### src/rtl/npc_lsu.sv
// Load/store unit between EXU and WBU: one memory operation in flight, byte/half/word
// access with lane steering, load extension, alignment checks and a request timeout.
module npc_lsu #(
  parameter int DATA_WIDTH = 32,
  parameter int TIMEOUT    = 255
) (
  input  logic                    clk,
  input  logic                    rst_n,
  input  logic                    in_valid,
  output logic                    in_ready,
  input  logic [3:0]              in_op,
  input  logic [DATA_WIDTH-1:0]   in_addr,
  input  logic [DATA_WIDTH-1:0]   in_wdata,
  input  logic [4:0]              in_rd,
  output logic                    mem_valid,
  output logic                    mem_wen,
  output logic [DATA_WIDTH-1:0]   mem_addr,
  output logic [DATA_WIDTH-1:0]   mem_wdata,
  output logic [3:0]              mem_wmask,
  input  logic                    mem_ready,
  input  logic [DATA_WIDTH-1:0]   mem_rdata,
  output logic                    out_valid,
  input  logic                    out_ready,
  output logic [DATA_WIDTH-1:0]   out_rdata,
  output logic [4:0]              out_rd,
  output logic                    out_err
);

  typedef enum logic [1:0] {IDLE, REQ, RESP} state_t;

  state_t                  state, state_nx;
  logic [3:0]              op_q;
  logic [DATA_WIDTH-1:0]   addr_q, wdata_q, rdata_q;
  logic [4:0]              rd_q;
  logic                    err_q;
  logic [15:0]             cnt;
  logic                    accept, bad, timeout_hit;
  logic [DATA_WIDTH-1:0]   lane, load_data;

  // Illegal opcode or access not aligned to its size.
  function automatic logic is_bad(input logic [3:0] op, input logic [1:0] lo);
    case (op)
      4'b0000, 4'b0100, 4'b1000: is_bad = 1'b0;
      4'b0001, 4'b0101, 4'b1001: is_bad = lo[0];
      4'b0010, 4'b1010:          is_bad = |lo;
      default:                   is_bad = 1'b1;
    endcase
  endfunction

  assign accept      = in_valid & in_ready;
  assign bad         = is_bad(in_op, in_addr[1:0]);
  assign timeout_hit = (cnt == 16'(TIMEOUT - 1));

  always_ff @(posedge clk or negedge rst_n) begin
    if (!rst_n) state <= IDLE;
    else        state <= state_nx;
  end

  always_comb begin
    state_nx = state;
    case (state)
      IDLE:    if (accept) state_nx = bad ? RESP : REQ;
      REQ:     if (mem_ready || timeout_hit) state_nx = RESP;
      RESP:    if (out_ready) state_nx = IDLE;
      default: state_nx = IDLE;
    endcase
  end

  always_comb begin
    lane = mem_rdata >> {addr_q[1:0], 3'b000};
    case (op_q[2:0])
      3'b000:  load_data = {{24{lane[7]}}, lane[7:0]};
      3'b001:  load_data = {{16{lane[15]}}, lane[15:0]};
      3'b100:  load_data = {24'h0, lane[7:0]};
      3'b101:  load_data = {16'h0, lane[15:0]};
      default: load_data = lane;
    endcase
  end

  always_ff @(posedge clk or negedge rst_n) begin
    if (!rst_n) begin
      op_q    <= '0;
      addr_q  <= '0;
      wdata_q <= '0;
      rd_q    <= '0;
      rdata_q <= '0;
      err_q   <= 1'b0;
      cnt     <= '0;
    end else begin
      case (state)
        IDLE: if (accept) begin
          op_q    <= in_op;
          addr_q  <= in_addr;
          wdata_q <= in_wdata;
          rd_q    <= in_rd;
          rdata_q <= '0;
          err_q   <= bad;
          cnt     <= '0;
        end
        REQ: begin
          // A completing memory response wins over a timeout in the same cycle.
          if (mem_ready) begin
            rdata_q <= op_q[3] ? '0 : load_data;
          end else begin
            cnt <= cnt + 16'd1;
            if (timeout_hit) err_q <= 1'b1;
          end
        end
        RESP: if (out_ready) err_q <= 1'b0;
        default: ;
      endcase
    end
  end

  always_comb begin
    mem_wmask = 4'b0000;
    if (op_q[3]) begin
      case (op_q[1:0])
        2'b00:   mem_wmask = 4'b0001 << addr_q[1:0];
        2'b01:   mem_wmask = 4'b0011 << addr_q[1:0];
        default: mem_wmask = 4'b1111;
      endcase
    end
  end

  assign in_ready  = (state == IDLE);
  assign mem_valid = (state == REQ);
  assign out_valid = (state == RESP);
  assign mem_wen   = op_q[3];
  assign mem_addr  = {addr_q[DATA_WIDTH-1:2], 2'b00};
  assign mem_wdata = wdata_q << {addr_q[1:0], 3'b000};
  assign out_rdata = rdata_q;
  assign out_rd    = rd_q;
  assign out_err   = err_q;

endmodule

### config.mk
export PLATFORM = sky130hd
export DESIGN_NAME = npc_lsu
export DESIGN_NICKNAME = d
export VERILOG_FILES = /design/src/rtl/npc_lsu.sv
export SDC_FILE = /design/constraint.sdc
export NUM_CORES = 1
export LEC_CHECK = 0
export BUFFER_PORTS_ARGS = -buffer_cell sky130_fd_sc_hd__buf_4
export CORE_UTILIZATION = 52
export CTS_BUF_LIST = sky130_fd_sc_hd__clkbuf_4 sky130_fd_sc_hd__clkbuf_8
export DETAILED_ROUTE_END_ITERATION = 7
export PLACE_DENSITY = 0.82
export SYNTH_ARGS = -nofsm -noshare
export SYNTH_HDL_FRONTEND = slang
export SYNTH_SLANG_ARGS = --single-unit
### constraint.sdc
create_clock -name clk -period 2.16 [get_ports clk]
set_input_delay 0.108 -clock clk [delete_from_list [all_inputs] [get_ports clk]]
set_output_delay 0.108 -clock clk [all_outputs]
set_load 0.1 [all_outputs]
Word level (Yosys, flattened, before mapping)

Index checks and enable logic that the tools add are counted.

Multiplexer cells: 21
Shift-type cells: 4
Reductions and logical operators: 16
Add/sub/neg operators: 1
Bitwise logic cells: 1
Equal/unequal tests: 20

Operator list:

| kind                                                              | number |
|---|---|
| 32-bit one-hot mux with 4 select lines                            | 1 |
| 32-bit 2-to-1 mux                                                 | 3 |
| 32-bit one-hot mux with 2 select lines                            | 1 |
| 16-bit 2-to-1 mux                                                 | 2 |
| 16-bit one-hot mux with 2 select lines                            | 1 |
| 32-bit by 5-bit left shift with 32-bit output                     | 1 |
| 32-bit by 5-bit right shift with 32-bit output                    | 1 |
| 16-bit by 1-bit adder with 16-bit output (second input constant)  | 1 |
| 16-bit by 8-bit == test with 1-bit output (second input constant) | 1 |
| 4-bit == test (second input constant)                             | 3 |
| 2-bit by 1-bit != test with 1-bit output (second input constant)  | 5 |
| 3-bit AND reduction                                               | 3 |
| 4-bit by 3-bit == test with 1-bit output (second input constant)  | 2 |
| 2-bit 2-to-1 mux                                                  | 4 |
| 4-bit one-hot mux with 2 select lines                             | 1 |
| 3-bit == test (second input constant)                             | 2 |
| 1-bit one-hot mux with 3 select lines                             | 2 |
| 2-bit one-hot mux with 3 select lines                             | 1 |
| 3-bit OR reduction                                                | 2 |
| 5-bit AND reduction                                               | 1 |
| 2-bit by 1-bit == test with 1-bit output (second input constant)  | 2 |
| 4-bit by 1-bit == test with 1-bit output (second input constant)  | 1 |
| 4-bit by 2-bit == test with 1-bit output (second input constant)  | 1 |
| 2-bit zero test                                                   | 2 |
| 15 further kinds                                                  | 19 |

Input bits: 110
Register bits: 124
Logic and storage cells: 71

Logic depth before layout (Yosys ltp)

Gate-level depths: netlist of the first run.

Depth after elaboration: 6
Depth in mapped cells: 10
Mapped depth without buffers: 6

Worst setup path before layout of the first run

OpenSTA, ideal clock, no wires.

Path type: register -> output
From: register addr_q[1]
To: output port mem_wmask[2]
Arrival time: 3.368 ns
Slack: -1.316 ns
Data required time: 2.052 ns
Path buffers: 3
Cell stages (with the launch flop): 7
Path through: dfrtp_1 buf_2 nor2b_1 clkbuf_1 clkbuf_1 nand2_1 a21boi_0

Word-level cells in the longest chain between the ends: 3

RTL lines:

| item                                                                                                       | line     | RTL |
|---|---|---|
| start, declared                                                                                            | 33       | `logic [DATA_WIDTH-1:0] addr_q, wdata_q, rdata_q;` |
| start signal, assigned                                                                                     | 93       | `addr_q <= in_addr;` |
| 2-bit by 2-bit left shift with 4-bit output or 1-bit by 2-bit left shift with 4-bit output (tied branches) | 120, 119 |  |
| 4-bit one-hot mux with 2 select lines (*)                                                                  | 118      | `case (op_q[1:0])` |
| 4-bit 2-to-1 mux (*)                                                                                       | 117      | `if (op_q[3]) begin` |
| end, declared                                                                                              | 19       | `output logic [3:0] mem_wmask,` |

Mark *: on every way between the ends. The rest lies on a longest branch, timed or not.

Worst setup path in the final report of the first run

From: register addr_q[1]
To: output port mem_wdata[1]

Word-level cells in the longest chain between the ends: 1

RTL lines:

| item                                          | line | RTL |
|---|---|---|
| 32-bit by 5-bit left shift with 32-bit output | 131  | `assign mem_wdata = wdata_q << {addr_q[1:0], 3'b000};` |
| end, declared                                 | 18   | `output logic [DATA_WIDTH-1:0] mem_wdata,` |

Every way passes these cells.

==> out/results.ini, run 1 <==
[run_status]
outcome=complete, no violations

[min_path]
whs_endpoint=out_rdata[16]
hold_path_depth=4
hold_class=primary input to flip-flop
min-delay-start=mem_rdata[16]

[cts]
clk_pin_slew_ns=0.08
clock_path_buffers=2
htreeDepth=4
clk_latency_ns=0.45
cts_buffers=17
cts_root_buffer=clkbuf_8
cts_tree=built
cts.sinks=124

[detailed_routing]
wirelength_um=21300
drc=0
vias=5978
vias_per_cell=5.765
drt_first_pass_iters=7
avgRoutedWirePerCell_um=20.54
drt.antenna.violating_nets=0
drt_iter0_drc=463

[synthesis]
synth-edff-count=0
async_flop_share=1.000
ys_warn_count=0
avgSynthCellArea_sq_um=11.09
yosysSeqAreaShare=0.4773
synth_ff_type=dfrtp_1
synthCells=586
ys_types=56
syn_area_sq_um=6501
ys_seq_elements=124

[die]
ios=220
rows=40
core_sq_um=12110
die_area_sq_um=12950
die_y_um=113.8
die_x_um=113.8
initial_core_util=0.5368

[critical_path]
crit_type=flip-flop to output port
start_kind=flip-flop
rr_worst_depth=6
required_ns=2.05
arrival_ns=2.02
startpoint=addr_q[1]
r2r-end=out_rdata[25]
r2r-start=state[1]
ff2ff_setup_slack_ns=0.16
endpoint_kind=output port
path_max_fanout=25

[global_routing]
grt_max_degree=51
grt_overflow=0
grt_pass1_wl_um=32100
antenna_found_initial=1
grt_pass1_vias=6025
grt.total_usage=0.3292

[sta]
skew_ns=0.008531
slew_headroom=0.5748
slew_viol_final=0
finalCriticalPeriod_ns=2.125
hold_viol_final=0
fmax_mhz=470.6
worst_slew_pin_slew_ns=0.6379
setup_ws_ns=0.03522
setup_violations=0
period_share=0.9837

[place]
dpl_worst_slack_ns=0.1359
place.gp.congestion=0.8619
dp_hpwl_um=12490
io_buffers=217

[layout]
final_nets=970
area_growth_pct=46.73
drive_gt1_frac=0.4597

[run]
cap_viol_max_count=0

## cells by family after synthesis
family | share of synthesized area
AOI/OAI and AO/OA | 0.1293
xor gates and xnor gates | 0.006736
adders and majority gates | 0.009623
buffers and inverters | 0.07083
DFF | 0.4773
muxes | 0.2000
other | 0.0005768
and+or+nand+nor | 0.1057
## how the worst max path moves through the flow
stage | end | slack [ns] | cells after the start
floorplan | mem_wdata[31] | -0.61 | 5
global placement | cnt[15] | 0.23 | 6
detailed placement | cnt[15] | 0.14 | 6
CTS | mem_wdata[7] | 0.06 | 5
global route | mem_wdata[1] | -0.02 | 5
finish | mem_wdata[1] | 0.04 | 5
## sequential cells by signal, indices dropped and copies added (netlist names)
name       count
out_err        1
addr_q        32
out_rdata     32
op_q           4
out_rd         5
state          2
wdata_q       32
cnt           16
## synthesized netlist by cell type (4+ instances only)
cell | number | area share
o21ai_0 | 36 | 0.028
o2bb2ai_1 | 8 | 0.011
nor2b_1 | 11 | 0.011
mux2_2 | 81 | 0.14
buf_6 | 4 | 0.0069
buf_2 | 14 | 0.011
buf_4 | 33 | 0.038
dfrtp_1 | 124 | 0.48
a22oi_1 | 17 | 0.020
mux2i_1 | 35 | 0.054
xor2_1 | 4 | 0.0054
nand3_1 | 6 | 0.0046
or4_1 | 6 | 0.0069
o21ai_2 | 10 | 0.013
inv_1 | 7 | 0.0040
a21oi_1 | 33 | 0.025
ha_1 | 5 | 0.0096
a211oi_1 | 8 | 0.0092
nor2_1 | 27 | 0.016
clkbuf_1 | 14 | 0.0081
and2_1 | 11 | 0.011
nand2_1 | 32 | 0.018
buf_1 | 5 | 0.0029
nand4_1 | 6 | 0.0058
o31ai_1 | 5 | 0.0058
or2_2 | 4 | 0.0038
## per-layer routing
metal / vias up / global-route usage / part of all wire
li1: 2618 / - / -
met1: 2964 / 0.3758 / 0.36
met2: 328 / 0.5963 / 0.53
met3: 68 / 0.06695 / 0.064
met4: 0 / 0.1455 / 0.039
met5: - / 0 / 0
## area by class of cell
| cell class | instances | area (sq um) |
|---|---|---|
| inverter | 7 | 26.28 |
| fill | 699 | 2572 |
| timing repair buffer | 319 | 2699 |
| sequential | 124 | 3105 |
| multi-input combinational | 386 | 3055 |
| antenna | 1 | 2.502 |
| clock buffer | 18 | 247.7 |
| clock inverter | 14 | 192.7 |
| tap | 168 | 210.2 |
## what timing repair did
action	in CTS	in global routing
setup endpoints to repair	1	20
endpoints found under the hold margin	123	0
gates resized for setup	1	9
buffers inserted	0	3
gates cloned	0	1
hold buffers	82	0
## metrics by stage
step                TNS [ns]  hold WS (ns)  area [sq um]  utilization  instances
finish                     0       0.04140          9539       0.7876       1037
global route        -0.01914       0.06212          9539       0.7876       1037
CTS                        0       0.03214          9448       0.7801       1032
detailed placement         0        0.1643          8184       0.6757        918
global placement           0        0.1582          8184       0.6757        918
floorplan             -5.741       -0.1876          6583            -        587
## worst max-delay path, cell delays in order (launching register included)
cell	delay (ns)
dfrtp_2	0.49
buf_12	0.20
nor2_1	0.18
buf_4	0.23
and2_1	0.17
buf_4	0.29
## cells in the final DEF, fill, tap and decap left out, types with 7 or more instances in the layout
cell	netlist	final
o21ai_2	10	14
o21ai_0	36	28
nor2_2	0	8
and2_1	11	11
nor2_1	27	19
nor2b_1	11	10
a22oi_1	17	17
clkbuf_8	0	18
dfrtp_1	124	122
o2bb2ai_1	8	8
mux2i_1	35	33
nand2_1	32	31
a21oi_1	33	31
mux2_2	81	81
a211oi_1	8	7
dlygate4sd3_1	0	82
buf_4	33	227
Power of run 1 is not shown: default switching activity piles up to over one toggle a cycle in this logic, so the estimate is an artifact.
==> run 2, diff against run 1 <==
--- a/config.mk
+++ b/config.mk
@@ -6,10 +6,10 @@
 export NUM_CORES = 1
 export LEC_CHECK = 0
 export BUFFER_PORTS_ARGS = -buffer_cell sky130_fd_sc_hd__buf_4
-export CORE_UTILIZATION = 52
+export CORE_UTILIZATION = 56
 export CTS_BUF_LIST = sky130_fd_sc_hd__clkbuf_4 sky130_fd_sc_hd__clkbuf_8
 export DETAILED_ROUTE_END_ITERATION = 7
-export PLACE_DENSITY = 0.82
+export PLACE_DENSITY = 0.88
 export SYNTH_ARGS = -nofsm -noshare
 export SYNTH_HDL_FRONTEND = slang
 export SYNTH_SLANG_ARGS = --single-unit
==> constraint.sdc (replaced) <==
create_clock -name clk -period 2.5 [get_ports clk]
set_input_delay 0.125 -clock clk [delete_from_list [all_inputs] [get_ports clk]]
set_output_delay 0.125 -clock clk [all_outputs]
set_load 0.1 [all_outputs]
==> run 2 against run 1 <==
  * Core utilization up 4.9 points
  * Cell area down 2.9%
  * First-iteration DRC count up 6.7%
  * Final cell count down 3.5%
  * Sequential cell count unchanged
  * Via count up 1.1%
  * Sequential share of layout area up 0.96 points
  * Die area down 7.0%
  * Count of clock-buffer cells in the layout up 5
==> out/results.ini, run 2 (synthesis results as in run 1) <==
[run_status]
outcome=complete, no violations

[critical_path]
crit_top_cell=buf_4
endpoint_kind=output port
start_kind=flip-flop
crit_type=flip-flop to output port
cpMaxStageDelayCell=dfrtp_2
cp_num_cells=4  ; -1
path_buf_inv=2  ; -1
critPathTopFamily=buffers and inverters
required_ns=2.38  ; +0.33 ns
cpPeakStageDelay_ns=0.62  ; +0.13 ns
path_cells=buf_4 > mux2i_1 > a21oi_1 > buf_4
arrival_ns=2.27  ; +0.25 ns
path_max_fanout=26  ; +4.0%
rr_worst_depth=6  ; unchanged

[place]
place.gp.congestion=0.8573  ; -0.53%
placed_area_sq_um=8050  ; -1.6%
dp_hpwl_um=12210  ; -2.2%
dpl_worst_slack_ns=0.4265  ; +0.2907 ns
dp.cells=888  ; -3.3%
io_buffers=217  ; unchanged

[layout]
final_cell_area_sq_um=9265  ; -2.9%
final_nets=964  ; -0.62%
area_growth_pct=42.51
fin_cells=1001  ; -3.5%
drive_gt1_frac=0.4460  ; -0.01368
nFillCells=487  ; -30%
antenna_cells=0  ; -1
final_cell_mix=buf_4, dfrtp_1, dlygate4sd3_1, mux2_2, mux2i_1
layout_commonest_cell=buf_4

[die]
ios=220  ; unchanged
rows=38  ; -5.0%
initial_core_util=0.5869  ; +0.05008
die_y_um=109.7  ; -3.6%
die_x_um=109.7  ; -3.6%
core_sq_um=11080  ; -8.5%
die_area_sq_um=12040  ; -7.0%

[sta]
slew_headroom=0.4751  ; -0.09967
fmax_mhz=417.9
setup_violations=0  ; unchanged
period_share=0.9573
hold_viol_final=0  ; unchanged
rsz0062_at_grt=no
finalCriticalPeriod_ns=2.393
setup_ws_ns=0.1068  ; +0.07160 ns
skew_ns=0.01022  ; +0.001684 ns
final.setup.tns_ns=0  ; unchanged
slew_viol_final=0  ; unchanged
worst_slew_pin_slew_ns=0.7853  ; +0.1475 ns

[run]
cap_viol_max_count=0  ; unchanged

[global_routing]
grt_pass1_wl_um=34140  ; +6.4%
grt_pass1_vias=6481  ; +7.6%
antenna_found_initial=0  ; -1
grt_overflow=0  ; unchanged
grt.total_usage=0.3847  ; +0.05544
grt_max_degree=48  ; -5.9%

[cts]
cts_resized=0  ; -1
cts.sinks=124  ; unchanged
htreeDepth=4  ; unchanged
clock_path_buffers=2  ; unchanged
cts_buffers=17  ; unchanged
clk_latency_ns=0.46  ; about the same
clk_pin_slew_ns=0.08  ; about the same
cts_root_buffer=clkbuf_8
cts_tree=built

[detailed_routing]
drt_iter0_drc=494  ; +6.7%
drc=0  ; unchanged
drt_first_pass_iters=6  ; -1
vias=6044  ; +1.1%
vias_per_cell=6.038  ; +4.7%
avgRoutedWirePerCell_um=21.67  ; +5.5%
drt.antenna.violating_nets=0  ; unchanged
wirelength_um=21690  ; +1.9%

[min_path]
hold_class=primary input to flip-flop
hold_path_depth=3  ; -1

## run 2: cell types whose count changed in the layout (fill, tap and decap cells not counted), sizes merged
cell,delta
buf,-5
bufinv,-2
clkbuf,+4
clkinv,+1
clkinvlp,-3
diode,-1
inv,-2
## run 2: final cells by class
cell class,instances,area [sq um],area share
clock inverters,8,90.09,0.009723
well taps,140,175.2,0.01891
clock buffers,23,304.0,0.03282
multi-input cells,386,2997,0.3234
repair buffers,313,2567,0.2771
inverters,7,26.28,0.002836
flip-flops and latches,124,3105,0.3352
## run 2: what timing repair did
action / in CTS / in global routing
hold buffers: 82 / 0
setup buffers: 0 / 0
endpoints found under the hold margin: 124 / 0
## run 2: path summary, 6_finish.rpt
path / slack [ns] / from / to
min in group asynchronous: 0.21 / rst_n / wdata_q[21]
min reg2reg: 0.49 / out_rdata[2] / out_rdata[2]
min: 0.06 / in_valid / cnt[0]
max: 0.11 / addr_q[1] / mem_wdata[27]
max reg2reg: 0.25 / state[1] / cnt[15]
max in group asynchronous: 1.40 / rst_n / out_rd[0]
## run 2: per-layer routing
layer / wire length (um) / vias to the layer above / share of wire / track usage
met1: 8116 / 2935 / 0.37 / 0.4457
met3: 1712 / 105 / 0.079 / 0.09484
li1: - / 2605 / - / -
met4: 1013 / 0 / 0.047 / 0.2352
met2: 10850 / 399 / 0.50 / 0.6433
met5: 0 / - / 0 / 0
## run 2: worst min-delay path, delay by kind of cell
kind	cells	cell delay (ns)
AOI/OAI and AO/OA	1	0.15
and+or+nand+nor	1	0.07
buffers and inverters	1	0.13
## run 2: metrics by stage
step	hold WS (ns)	utilization
4_1_cts	0.03558	0.8363
6_report	0.05829	0.8363
3_5_place_dp	0.1748	0.7267
2_1_floorplan	-0.1706	-
3_3_place_gp	0.1607	0.7267
5_1_grt	0.05972	0.8363
Power of run 2 is left out for the same reason.
